### src/rtl/io_map_pkg.sv
// Shared address map, control bits and timer encoding
// for the memory-mapped I/O responder slice.
`timescale 1ns/1ps
package io_map_pkg;

  localparam logic [15:0] IO_BASE_DEF = 16'hFF00;

  localparam logic [2:0] IO_STATUS  = 3'd0;
  localparam logic [2:0] IO_KEYDATA = 3'd1;
  localparam logic [2:0] IO_LEDS    = 3'd2;
  localparam logic [2:0] IO_TIMER   = 3'd3;
  localparam logic [2:0] IO_CTRL    = 3'd4;

  localparam int CTRL_CLR_EXP = 0;
  localparam int CTRL_CLR_OVF = 1;
  localparam int CTRL_FLUSH   = 2;

  typedef enum logic [1:0] {
    TMR_IDLE    = 2'd0,
    TMR_RUN     = 2'd1,
    TMR_EXPIRED = 2'd2
  } tmr_state_e;

  function automatic logic in_window(
    input logic [15:0] a,
    input logic [15:0] base
  );
    return a[15:3] == base[15:3];
  endfunction

endpackage

### src/rtl/io_key_fifo.sv
// Key-event FIFO: DEPTH entries of W bits, flush wins over push/pop.
// Ports: i_push/i_data, i_pop, i_flush; o_full, o_empty, o_head, o_count.
`timescale 1ns/1ps
module io_key_fifo #(
  parameter int DEPTH = 8,
  parameter int W     = 4
) (
  input  logic                       clk,
  input  logic                       rst,
  input  logic                       i_push,
  input  logic [W-1:0]               i_data,
  input  logic                       i_pop,
  input  logic                       i_flush,
  output logic                       o_full,
  output logic                       o_empty,
  output logic [W-1:0]               o_head,
  output logic [$clog2(DEPTH+1)-1:0] o_count
);

  localparam int AW = $clog2(DEPTH);
  localparam int CW = $clog2(DEPTH+1);

  logic [W-1:0]  r_mem [DEPTH];
  logic [AW-1:0] r_wp;
  logic [AW-1:0] r_rp;
  logic [CW-1:0] r_cnt;
  logic          w_do_pop;
  logic          w_do_push;

  assign o_full  = r_cnt == CW'(DEPTH);
  assign o_empty = r_cnt == '0;
  assign o_head  = r_mem[r_rp];
  assign o_count = r_cnt;

  // A full FIFO still takes a push when a pop frees the slot this cycle.
  assign w_do_pop  = i_pop & ~o_empty;
  assign w_do_push = i_push & (~o_full | w_do_pop);

  always_ff @(posedge clk) begin
    if (w_do_push && !i_flush)
      r_mem[r_wp] <= i_data;
  end

  always_ff @(posedge clk) begin
    if (rst || i_flush) begin
      r_wp  <= '0;
      r_rp  <= '0;
      r_cnt <= '0;
    end else begin
      if (w_do_push)
        r_wp <= r_wp + 1'b1;
      if (w_do_pop)
        r_rp <= r_rp + 1'b1;
      unique case ({w_do_push, w_do_pop})
        2'b10:   r_cnt <= r_cnt + 1'b1;
        2'b01:   r_cnt <= r_cnt - 1'b1;
        default: r_cnt <= r_cnt;
      endcase
    end
  end

endmodule

### src/rtl/io_bus_responder.sv
// I/O responder at BASE..BASE+7: key FIFO, LED register, countdown timer.
// Ports: bus strobes/adr/writedata in; memdata/hit (registered), leds, irq out.
`timescale 1ns/1ps
module io_bus_responder
  import io_map_pkg::*;
#(
  parameter logic [15:0] BASE       = IO_BASE_DEF,
  parameter int          FIFO_DEPTH = 8,
  parameter int          TICK_DIV   = 1000
) (
  input  logic        clk,
  input  logic        rst,
  input  logic        memread,
  input  logic        memwrite,
  input  logic [15:0] adr,
  input  logic [15:0] writedata,
  input  logic [3:0]  keys,
  output logic [15:0] memdata,
  output logic        hit,
  output logic [15:0] leds,
  output logic        irq
);

  localparam int CW = $clog2(FIFO_DEPTH+1);
  localparam int PW = (TICK_DIV > 1) ? $clog2(TICK_DIV) : 1;

  logic          w_win;
  logic          w_rd;
  logic          w_wr;
  logic [2:0]    w_off;
  logic          w_pop;
  logic          w_flush;
  logic          w_clr_exp;
  logic          w_clr_ovf;
  logic          w_tmr_wr;
  logic          w_tick;
  logic          w_expired;
  logic          w_running;
  logic [15:0]   w_rdata;

  logic [3:0]    w_knew;
  logic          w_push;
  logic          w_full;
  logic          w_empty;
  logic          w_ne;
  logic          w_drop;
  logic [3:0]    w_head;
  logic [CW-1:0] w_count;

  logic [3:0]    r_ks1;
  logic [3:0]    r_ks2;
  logic [3:0]    r_kprev;
  logic          r_ovf;
  logic [15:0]   r_memdata;
  logic          r_hit;
  logic [15:0]   r_leds;
  logic [15:0]   r_count;
  logic [PW-1:0] r_presc;

  tmr_state_e    r_tstate;
  tmr_state_e    w_tnext;

  // Decode: a simultaneous read and write is treated as a write only.
  assign w_win = in_window(adr, BASE);
  assign w_off = adr[2:0];
  assign w_wr  = memwrite & w_win;
  assign w_rd  = memread & ~memwrite & w_win;

  assign w_pop     = w_rd & (w_off == IO_KEYDATA) & ~w_empty;
  assign w_tmr_wr  = w_wr & (w_off == IO_TIMER);
  assign w_clr_exp = w_wr & (w_off == IO_CTRL) & writedata[CTRL_CLR_EXP];
  assign w_clr_ovf = w_wr & (w_off == IO_CTRL) & writedata[CTRL_CLR_OVF];
  assign w_flush   = w_wr & (w_off == IO_CTRL) & writedata[CTRL_FLUSH];

  // Keys: two-flop synchronizer, then rising-edge detect.
  always_ff @(posedge clk) begin
    if (rst) begin
      r_ks1   <= '0;
      r_ks2   <= '0;
      r_kprev <= '0;
    end else begin
      r_ks1   <= keys;
      r_ks2   <= r_ks1;
      r_kprev <= r_ks2;
    end
  end

  assign w_knew = r_ks2 & ~r_kprev;
  assign w_push = |w_knew;

  io_key_fifo #(
    .DEPTH (FIFO_DEPTH),
    .W     (4)
  ) u_fifo (
    .clk     (clk),
    .rst     (rst),
    .i_push  (w_push),
    .i_data  (w_knew),
    .i_pop   (w_pop),
    .i_flush (w_flush),
    .o_full  (w_full),
    .o_empty (w_empty),
    .o_head  (w_head),
    .o_count (w_count)
  );

  assign w_ne   = w_count != '0;
  assign w_drop = w_push & w_full & ~w_pop & ~w_flush;

  // Overflow is sticky; a drop in the clearing cycle keeps it set.
  always_ff @(posedge clk) begin
    if (rst)
      r_ovf <= 1'b0;
    else if (w_drop)
      r_ovf <= 1'b1;
    else if (w_clr_ovf)
      r_ovf <= 1'b0;
  end

  always_ff @(posedge clk) begin
    if (rst)
      r_leds <= '0;
    else if (w_wr && w_off == IO_LEDS)
      r_leds <= writedata;
  end

  // Timer FSM: state register.
  always_ff @(posedge clk) begin
    if (rst)
      r_tstate <= TMR_IDLE;
    else
      r_tstate <= w_tnext;
  end

  // Timer FSM: next state. A load wins in every state.
  always_comb begin
    w_tnext = r_tstate;
    if (w_tmr_wr) begin
      w_tnext = (writedata == 16'd0) ? TMR_EXPIRED : TMR_RUN;
    end else begin
      unique case (r_tstate)
        TMR_RUN:
          if (w_tick && r_count == 16'd1)
            w_tnext = TMR_EXPIRED;
        TMR_EXPIRED:
          if (w_clr_exp)
            w_tnext = TMR_IDLE;
        default: ;
      endcase
    end
  end

  // Timer FSM: outputs.
  always_comb begin
    w_running = 1'b0;
    w_expired = 1'b0;
    unique case (r_tstate)
      TMR_RUN:     w_running = 1'b1;
      TMR_EXPIRED: w_expired = 1'b1;
      default: ;
    endcase
  end

  assign w_tick = w_running & (r_presc == PW'(TICK_DIV - 1));

  always_ff @(posedge clk) begin
    if (rst) begin
      r_count <= '0;
      r_presc <= '0;
    end else if (w_tmr_wr) begin
      r_count <= writedata;
      r_presc <= '0;
    end else if (w_running) begin
      if (w_tick) begin
        r_presc <= '0;
        r_count <= r_count - 16'd1;
      end else begin
        r_presc <= r_presc + 1'b1;
      end
    end
  end

  // Read mux sees pre-update state of this cycle.
  always_comb begin
    w_rdata = '0;
    unique case (w_off)
      IO_STATUS:  w_rdata = {12'b0, r_ovf, w_expired, w_full, w_ne};
      IO_KEYDATA: w_rdata = w_empty ? 16'd0 : {12'b0, w_head};
      IO_LEDS:    w_rdata = r_leds;
      IO_TIMER:   w_rdata = r_count;
      default:    w_rdata = '0;
    endcase
  end

  always_ff @(posedge clk) begin
    if (rst) begin
      r_memdata <= '0;
      r_hit     <= 1'b0;
    end else begin
      r_hit <= w_rd;
      if (w_rd)
        r_memdata <= w_rdata;
    end
  end

  assign memdata = r_memdata;
  assign hit     = r_hit;
  assign leds    = r_leds;
  assign irq     = w_ne | w_expired;

endmodule

### config.mk
export PLATFORM = sky130hd
export DESIGN_NAME = io_bus_responder
export DESIGN_NICKNAME = d
export VERILOG_FILES = /design/src/rtl/io_map_pkg.sv /design/src/rtl/io_key_fifo.sv /design/src/rtl/io_bus_responder.sv
export SDC_FILE = /design/constraint.sdc
export NUM_CORES = 1
export LEC_CHECK = 0
export CORE_ASPECT_RATIO = 1.1
export CORE_MARGIN = 3
export CORE_UTILIZATION = 57
export CTS_BUF_LIST = sky130_fd_sc_hd__clkbuf_2
export CTS_CLUSTER_DIAMETER = 50
export DETAILED_ROUTE_END_ITERATION = 10
export GPL_TIMING_DRIVEN = 0
export PLACE_DENSITY = 0.89
export SKIP_CTS_REPAIR_TIMING = 1
export SYNTH_ARGS = -nofsm -noshare
export SYNTH_HDL_FRONTEND = slang
export SYNTH_SLANG_ARGS = --single-unit
### constraint.sdc
create_clock -name clk -period 3.4 [get_ports clk]
set_input_delay 0.68 -clock clk [delete_from_list [all_inputs] [get_ports clk]]
set_output_delay 0.68 -clock clk [all_outputs]
set_load 0.02 [all_outputs]
==> results of run 1 <==
==> final timing paths <==
check	from	end	slack (ns)
setup / recovery	adr[3]	u_fifo.r_mem[4][1]$_DFFE_PP_	0.02
hold / removal	r_ks1[2]$_SDFF_PP0_	r_ks2[2]$_SDFF_PP0_	0.46
setup reg to reg	u_fifo.o_count[0]$_SDFFE_PP0P_	u_fifo.o_count[3]$_SDFFE_PP0P_	0.52
hold reg to reg	r_ks1[2]$_SDFF_PP0_	r_ks2[2]$_SDFF_PP0_	0.46
==> sequential cells by signal (all words and copies together) (netlist names), named ones only <==
register	flops
u_fifo.r_mem	32
leds	16
memdata	16
r_count	16
r_presc	10
r_kprev	4
r_ks1	4
r_ks2	4
u_fifo.o_count	4
u_fifo.r_rp	3
u_fifo.r_wp	3
r_tstate	2
hit	1
r_ovf	1
==> area by class of cell <==
type	instances	area share [%]
inverter	9	0.518
clock buffer	18	1.38
tap	114	2.19
clock inverter	14	3.01
multi-input combinational	385	38.7
buffer	29	1.94
sequential	119	41.4
timing repair buffer	71	10.9
==> synthesized netlist by cell type, types with 14 or more instances <==
master / instances / share of area, %
a211oi_1: 14 / 2.0
a21oi_1: 43 / 4.0
clkbuf_1: 22 / 1.5
dfxtp_1: 87 / 32
edfxtp_1: 32 / 18
mux2i_1: 16 / 3.0
nand2_1: 72 / 5.0
nor2_1: 36 / 2.5
nor2b_1: 18 / 2.1
nor3_1: 15 / 1.4
nor4_1: 16 / 1.9
or3_1: 20 / 2.3
xor2_1: 14 / 2.3
==> cells by family after synthesis <==
kind of cell	Yosys count
fa+ha+maj	8
mux	32
xor+xnor	26
buf+inv	38
flops	119
compound gates	84
simple gates	235
==> routing by layer <==
layer | up-vias | global-route usage, %
met1 | 2232 | 32.7
li1 | 2148 | -
met4 | 0 | 9.17
met5 | - | 0
met2 | 254 | 46.0
met3 | 40 | 7.58
==> report_power, final <==
group | total (W) | internal (W) | switching [W]
logic | 0.000177 | 0.0000804 | 0.0000963
clock network | 0.00107 | 0.000493 | 0.000572
registers | 0.00149 | 0.00147 | 0.0000119
==> through the flow <==
step,hold WS (ns),instances
2_1_floorplan,0.414,542
3_3_place_gp,0.417,727
3_5_place_dp,0.433,727
4_1_cts,0.457,759
5_1_grt,0.452,759
6_report,0.458,759
==> placed cells by master, fill, tap and decap left out, drive strengths merged, types with 2 or more instances in the layout <==
cell type / synthesis / routed
a211oi: 16 / 16
a21o: 5 / 5
a21oi: 43 / 43
a22oi: 4 / 4
and3: 2 / 2
buf: 7 / 7
bufinv: 0 / 4
clkbuf: 22 / 40
clkdlybuf4s50: 0 / 71
clkinv: 0 / 5
clkinvlp: 0 / 2
dfxtp: 87 / 87
edfxtp: 32 / 32
ha: 7 / 7
inv: 9 / 12
mux2: 8 / 8
mux2i: 16 / 16
mux4: 8 / 8
nand2: 72 / 72
nand2b: 7 / 7
nand3: 12 / 12
nand3b: 2 / 2
nand4: 9 / 9
nand4b: 3 / 3
nor2: 37 / 37
nor2b: 18 / 18
nor3: 15 / 15
nor4: 20 / 20
o21ai: 12 / 12
or2: 2 / 2
or3: 20 / 20
or4: 13 / 13
xnor2: 12 / 12
xor2: 14 / 14
==> results_dict.tcl, run 1 <==
set metrics [dict create \
    final_util_pct 72.5 \
    fin_crit_sh_pct 99.3 \
    grt_pass1_wl_um 22400 \
    drv_cap 0 \
    synth_mux_area_share_pct 8.00 \
    multi_input_area_um2 2520 \
    critical-path-top-cell-by-count "or4_4" \
    placed_area_um2 6230 \
    hold_viol 0 \
    ys_ff_latch 119 \
    synth_compound_area_share_pct 9.46 \
    grt_max_degree 17 \
    maxSlewHeadroom_pct 16.7 \
    cp.required_ns 3.70 \
    synth.distinct_cells 46 \
    port_buffers 71 \
    slowest_stage "nor4_1" \
    power_density_nw_per_um2 418 \
    synth_top_family_by_area "simple AND/OR/NAND/NOR gates" \
    clockBufferDepth 2 \
    wl_met3_um 1230 \
    crit_cells 7 \
    synthAdderAreaFrac_pct 2.00 \
    rsz0062_at_grt "false" \
    clk_latency_ns 0.67 \
    drc_errors 0 \
    nFillCells 647 \
    max_freq_mhz 296 \
    ys.flop_type "dfxtp_1" \
    gp_congestion 0.896 \
    wl_met1_um 5450 \
    grt.total_usage_pct 26.9 \
    drt-total-wl_um 14000 \
    grt_pass1_vias 4559 \
    seq_area_um2 2700 \
    critPathTopFamily "simple AND/OR/NAND/NOR gates" \
    numCtsBuffers 17 \
    avgSynthCellArea_um2 9.93 \
    drt-pass1-iter-count 6 \
    ant_nets 0 \
    synth_seq_area_share_pct 50.2 \
    cp_cell_sequence "clkdlybuf4s50_1 > or4_4 > or4_4 > buf_6 > o21ai_1 > nand2_1 > nor4_1" \
    grt.overflow.total 0 \
    initial_core_util_pct 59.7 \
    die_h_um 108 \
    die_w_um 98.6 \
    critPathBufInv 2 \
    finalSetupViolations 0 \
    holdPathStages 1 \
    row_count 36 \
    core-area_um2 9010 \
    r2r_cells 9 \
    fp.dieArea_um2 10600 \
    dp_hpwl_um 10200 \
    synth_xor_area_share_pct 4.23 \
    synthArstFlopShare_pct 0 \
    netlist_instances 542 \
    fin_ws_ns 0.0249 \
    vias 4674 \
    area_delta_synth_final_pct 21.3 \
    crit_path_end_kind "flop" \
    syn_nets 590 \
    cts_sinks 119 \
    fin_nets 680 \
    pre_cts_slack_ns -0.588 \
    tns_ns 0 \
    period_needed_ns 3.38 \
    status "complete, no violations" \
    crit_fanout 10 \
    worst_setup_path_start_kind "primary input" \
    synth_area_um2 5380 \
    antenna_found_initial 0 \
    hp-class "reg2reg" \
    cts_max_level 4 \
    skew_ns 0.0411 \
    cts_tree "done" \
    crit_type "in2reg" \
    leakagePower_nw 2.25 \
    synth_edf_count 32 \
    yosys.area_share.simple_pct 23.1 \
    highest-signal-layer "met4" \
    arrival_ns 3.67 \
    clockRootBuffer "clkbuf_2" \
    dr.first_iter.drc_count 327 \
    ys_warn_count 0 \
    fin_area_um2 6530 \
    clk_pin_slew_ns 0.17 \
    worst_pin_slew_ns 1.24 \
    routedWlPerCell_um 18.4 \
    crit_path_max_incr_delay_ns 0.90 \
    p_total_w 0.00273 \
    drive_above_1_share_pct 10.1 \
    n_antenna_cell 0 \
    drt-vias-per-instance 6.16 \
    slew_viol_final 0 \
    wl_met2_um 6910 \
    peakVddDrop_mv 0.256 \
    io_pins 74 \
]
Power figures use the tool's default switching activity.
==> inputs of run 2 (changes only) <==
ABC_AREA = 1   (was default)
CORE_UTILIZATION = 58   (was 57)
==> run 2 against run 1 <==
Effect of this change:
- combinational power rose by 25%
- sequential power is essentially flat
- clock skew fell by 0.016 ns
- design area is 5.9% higher
- setup slack gained 0.57 ns
- largest power group unchanged
==> results_dict.tcl, run 2 <==
set metrics [dict create \
    status "complete, no violations" \
    placed_area_um2 6700 \
    synth_edf_count 32 \
    arrival_ns 2.12 \
    die_w_um 102 \
    period_needed_ns 2.80 \
    combPwrFrac_pct 8.7 \
    clockRootBuffer "clkbuf_2" \
    p_sw_w 0.000774 \
    rsz0062_at_grt "false" \
    finalSetupViolations 0 \
    yosysTopAreaCellShare_pct 29.9 \
    fin_area_um2 6910 \
    p_total_w 0.00256 \
    fp.dieArea_um2 11300 \
    yosysTopAreaCell "dfxtp_1" \
    cts_sinks 119 \
    largest_reg_flops 32 \
    ys_warn_count 0 \
    grt_use_met3_pct 7.74 \
    dr.first_iter.drc_count 478 \
    multi_input_area_um2 2560 \
    final_util_pct 72.1 \
    seq_area_um2 2700 \
    drt-pass1-iter-count 5 \
    ant_nets 0 \
    hold_viol 0 \
    power_density_nw_per_um2 371 \
    io_pins 74 \
    drv_cap 0 \
    synthArstFlopShare_pct 0 \
    power_frac_seq_pct 58.3 \
    top_register "u_fifo.r_mem" \
    grt.total_usage_pct 28.2 \
    synth_commonest_cells "152 x nand2_1, 125 x nor2_1, 117 x inv_1, 87 x dfxtp_1, 44 x nand3_1" \
    final_common_cell "nand2_1" \
    p_int_w 0.00179 \
    drt-total-wl_um 15500 \
    maxSlewHeadroom_pct 53.6 \
    swShare_pct 30.2 \
    skew_ns 0.0247 \
    fin_crit_sh_pct 82.5 \
    grt.overflow.total 0 \
    drt-vias-per-instance 5.63 \
    grt_pass1_wl_um 25100 \
    netlist_instances 765 \
    core-area_um2 9580 \
    synth_area_leaders "dfxtp_1 30%, edfxtp_1 16%, nand2_1 9.8%" \
    die_h_um 111 \
    row_count 37 \
    numCtsBuffers 17 \
    final_cell_mix "152 x nand2_1, 125 x nor2_1, 117 x inv_1" \
    fin_ws_ns 0.595 \
    crit_type "reg2out" \
    clk_pin_slew_ns 0.21 \
    yosysMostFrequentCell "nand2_1" \
    initial_core_util_pct 60.9 \
    antenna_found_initial 0 \
    cts_max_level 4 \
    gr-usage-met2_pct 44.2 \
    synth_seq_area_share_pct 46.3 \
    vias 5547 \
    crit_fanout 4 \
    synth_area_um2 5830 \
    clockBufferDepth 2 \
    nFillCells 750 \
    tns_ns 0 \
    gp_congestion 0.952 \
    grt_pass1_vias 5417 \
    clk_latency_ns 0.70 \
    max_freq_mhz 357 \
    dp_hpwl_um 11700 \
    drive_above_1_share_pct 8.75 \
    syn_nets 813 \
    leakagePower_nw 2.89 \
    use_met1_pct 35.9 \
    fin_nets 904 \
    synth.distinct_cells 43 \
    peakVddDrop_mv 0.278 \
    grt_max_degree 17 \
    routedWlPerCell_um 15.7 \
    clkPwrFrac_pct 33.1 \
    worst_pin_slew_ns 0.690 \
    worst_setup_path_start_kind "flop" \
    hp-class "reg2reg" \
    n_antenna_cell 0 \
    cp.required_ns 2.72 \
    slew_viol_final 0 \
    port_buffers 72 \
    cts_tree "done" \
    ys_ff_latch 119 \
    drc_errors 0 \
    avgSynthCellArea_um2 7.62 \
    area_delta_synth_final_pct 18.5 \
    pre_cts_slack_ns 0.235 \
    crit_path_end_kind "primary output" \
    ys.flop_type "dfxtp_1" \
    busiest_layer "met2" \
]
==> run 2: cell types whose count changed after synthesis, moves of 17 or more <==
| cell | change |
|---|---|
| inv_1 | +108 |
| nor2_1 | +89 |
| nand2_1 | +80 |
| nand3_1 | +32 |
| or3_1 | -20 |
| nor2b_1 | -18 |
| o22ai_1 | +17 |
==> run 2: worst max-delay path: stages (launching register included) <==
cell and delay (ns):
dfxtp_1 0.40, nor2_1 0.10, nand2_1 0.09, nor2_2 0.18
nand2_1 0.11, clkdlybuf4s50_1 0.55
==> run 2: path summary, 6_finish.rpt <==
path | start | to | slack [ns] | cells after the start
max reg2reg | r_ks2[0]$_SDFF_PP0_ | u_fifo.o_count[3]$_SDFFE_PP0P_ | 0.82 | 16
max | u_fifo.o_count[1]$_SDFFE_PP0P_ | irq | 0.60 | 5
min | r_ks1[1]$_SDFF_PP0_ | r_ks2[1]$_SDFF_PP0_ | 0.42 | 2
min reg2reg | r_ks1[1]$_SDFF_PP0_ | r_ks2[1]$_SDFF_PP0_ | 0.42 | 2
==> run 2: cell type report <==
| cell class | count | area share [%] |
|---|---|---|
| Sequential cell | 119 | 39.1 |
| Multi-Input combinational cell | 504 | 37.0 |
| Timing Repair Buffer | 72 | 10.4 |
| Inverter | 124 | 6.77 |
| Tap cell | 117 | 2.12 |
| Clock inverter | 15 | 1.86 |
| Buffer | 18 | 1.52 |
| Clock buffer | 17 | 1.23 |
==> run 2: logic make-up after synthesis <==
family,share of synthesized area [%]
buffers and inverters,9.83
adders and majority gates,1.85
and+or+nand+nor,28.5
AOI/OAI and AO/OA,11.4
xor gates and xnor gates,2.10
DFF,46.3
==> run 2: per-stage QoR <==
stage	hold slack, ns	instances
2_1_floorplan	0.388	765
3_3_place_gp	0.390	954
3_5_place_dp	0.400	954
4_1_cts	0.424	986
5_1_grt	0.401	986
6_report	0.420	986
==> run 2: per-layer routing <==
| layer | vias up | part of all wire, % |
|---|---|---|
| met4 | 0 | 4.0 |
| met2 | 307 | 45 |
| met5 | - | 0 |
| met1 | 2530 | 41 |
| met3 | 63 | 9.8 |
| li1 | 2647 | - |
==> run 2: power by group through the flow <==
stage / Sequential (W) / Combinational, W / Clock (W)
2_1_floorplan: 0.00152 / 0.000119 / 0
3_3_place_gp: 0.00152 / 0.000209 / 0
3_5_place_dp: 0.00152 / 0.000218 / 0
4_1_cts: 0.00149 / 0.000219 / 0.000855
5_1_grt: 0.00150 / 0.000244 / 0.000931
6_report: 0.00149 / 0.000222 / 0.000848
==> inputs of run 3 (changes only) <==
CORE_UTILIZATION = 52   (was 58)
PLACE_DENSITY = 0.85   (was 0.89)
clock period = 2.35 ns   (was 3.4 ns; I/O delays follow)
==> run 3 against run 2 <==
Effect of this change:
- clock-buffer cell count stayed put
- final cell count is 2.8% higher
- clock skew is 0.0078 ns higher
- setup slack got worse by 0.50 ns
- critical path depth fell by 4
- via count is 1.7% lower
- non-clock buffer count up 2
- largest power group unchanged
- register-to-register slack got worse by 0.69 ns
==> results_dict.tcl, run 3 (synthesis results as in run 2) <==
set metrics [dict create \
    status "complete, no violations" \
    drc_errors 0 \
    final_cell_mix "152 x nand2_1, 124 x nor2_1, 117 x inv_1" \
    nFillCells 860 \
    drive_above_1_share_pct 9.76 \
    hp-class "in2reg" \
    leakagePower_nw 2.93 \
    max_freq_mhz 443 \
    arrival_ns 1.79 \
    n_antenna_cell 0 \
    antenna_found_initial 0 \
    multi_input_area_um2 2610 \
    critPathBufInv 1 \
    worst_setup_path_start_kind "flop" \
    finalSetupViolations 0 \
    io_pins 74 \
    die_h_um 117 \
    area_delta_synth_final_pct 20.9 \
    cts_tree "done" \
    skew_ns 0.0325 \
    drt-pass1-iter-count 5 \
    die_w_um 107 \
    fin_crit_sh_pct 96.1 \
    crit_path_max_incr_delay_ns 0.62 \
    dp_hpwl_um 11300 \
    slew_viol_final 0 \
    tns_ns 0 \
    initial_core_util_pct 54.6 \
    cp.required_ns 1.88 \
    vias 5452 \
    clk_pin_slew_ns 0.25 \
    largest_reg_flops 32 \
    dr.first_iter.drc_count 469 \
    grt_pass1_wl_um 24600 \
    period_needed_ns 2.26 \
    peakVddDrop_mv 0.515 \
    drt-vias-per-instance 5.38 \
    worst_pin_slew_ns 0.758 \
    critPathTopFamily "buffers and inverters" \
    wl_met3_um 1340 \
    core-area_um2 10700 \
    top_register "u_fifo.r_mem" \
    wl_met1_um 6720 \
    p_total_w 0.00389 \
    final_common_cell "nand2_1" \
    seq_area_um2 2710 \
    power_density_nw_per_um2 551 \
    cts_sinks 119 \
    ant_nets 0 \
    port_buffers 72 \
    grt.total_usage_pct 25.4 \
    highest-signal-layer "met4" \
    drt-total-wl_um 15400 \
    crit_path_end_kind "primary output" \
    grt.overflow.total 0 \
    cts_max_level 4 \
    gp_congestion 0.959 \
    hold_viol 0 \
    routedWlPerCell_um 15.2 \
    slowest_stage "clkdlybuf4s50_1" \
    crit_fanout 2 \
    clk_latency_ns 0.72 \
    crit_type "reg2out" \
    clockRootBuffer "clkbuf_2" \
    drv_cap 0 \
    numCtsBuffers 17 \
    rsz0062_at_grt "false" \
    grt_max_degree 17 \
    clockBufferDepth 2 \
    grt_pass1_vias 5004 \
    cp_cell_sequence "clkdlybuf4s50_1" \
    fp.dieArea_um2 12500 \
    fin_nets 906 \
    maxSlewHeadroom_pct 49.1 \
    wl_met2_um 6900 \
    row_count 39 \
]
[run 3: worst paths after layout]
kind	startpoint	end	slack, ns	cells past startpoint
max	memdata[9]$_SDFFE_PP0P_	memdata[9]	0.09	1
min reg2reg	r_ks1[2]$_SDFF_PP0_	r_ks2[2]$_SDFF_PP0_	0.43	2
max reg2reg	u_fifo.o_count[2]$_SDFFE_PP0P_	u_fifo.r_mem[5][1]$_DFFE_PP_	0.13	8
min	keys[1]	r_ks1[1]$_SDFF_PP0_	0.22	3
[run 3: final cells by class]
class                      instances  area share, %
sequential                       119           38.4
multi-input combinational        504           37.0
timing repair buffer              74           10.4
inverter                         124           6.64
tap                              143           2.54
clock inverter                    15           2.36
buffer                            18           1.49
clock buffer                      17           1.21
[run 3: where the power goes]
| group | switching (W) | leakage [nW] | total (W) | internal [W] |
|---|---|---|---|---|
| clock | 0.00102 | 0.155 | 0.00139 | 0.000371 |
| sequential | 0.0000181 | 1.00 | 0.00216 | 0.00214 |
| combinational | 0.000200 | 1.77 | 0.000329 | 0.000129 |
| total | 0.00124 | 2.93 | 0.00389 | 0.00264 |
[run 3: per-layer routing]
layer | vias up | GRT usage, %
li1 | 2654 | -
met5 | - | 0
met2 | 258 | 41.2
met3 | 48 | 6.31
met4 | 0 | 10.6
met1 | 2492 | 32.8
[run 3: stage by stage]
step	worst slack [ns]	util [%]	instance area [um^2]	hold slack, ns	instances
after floorplan	0.209	-	5830	0.388	765
after global placement	-0.511	63.0	6730	0.391	980
after detailed placement	-0.567	63.0	6730	0.401	980
after CTS	-0.305	65.3	6980	0.199	1012
after global routing	0.0136	66.0	7050	0.166	1014
final	0.0917	66.0	7050	0.219	1014
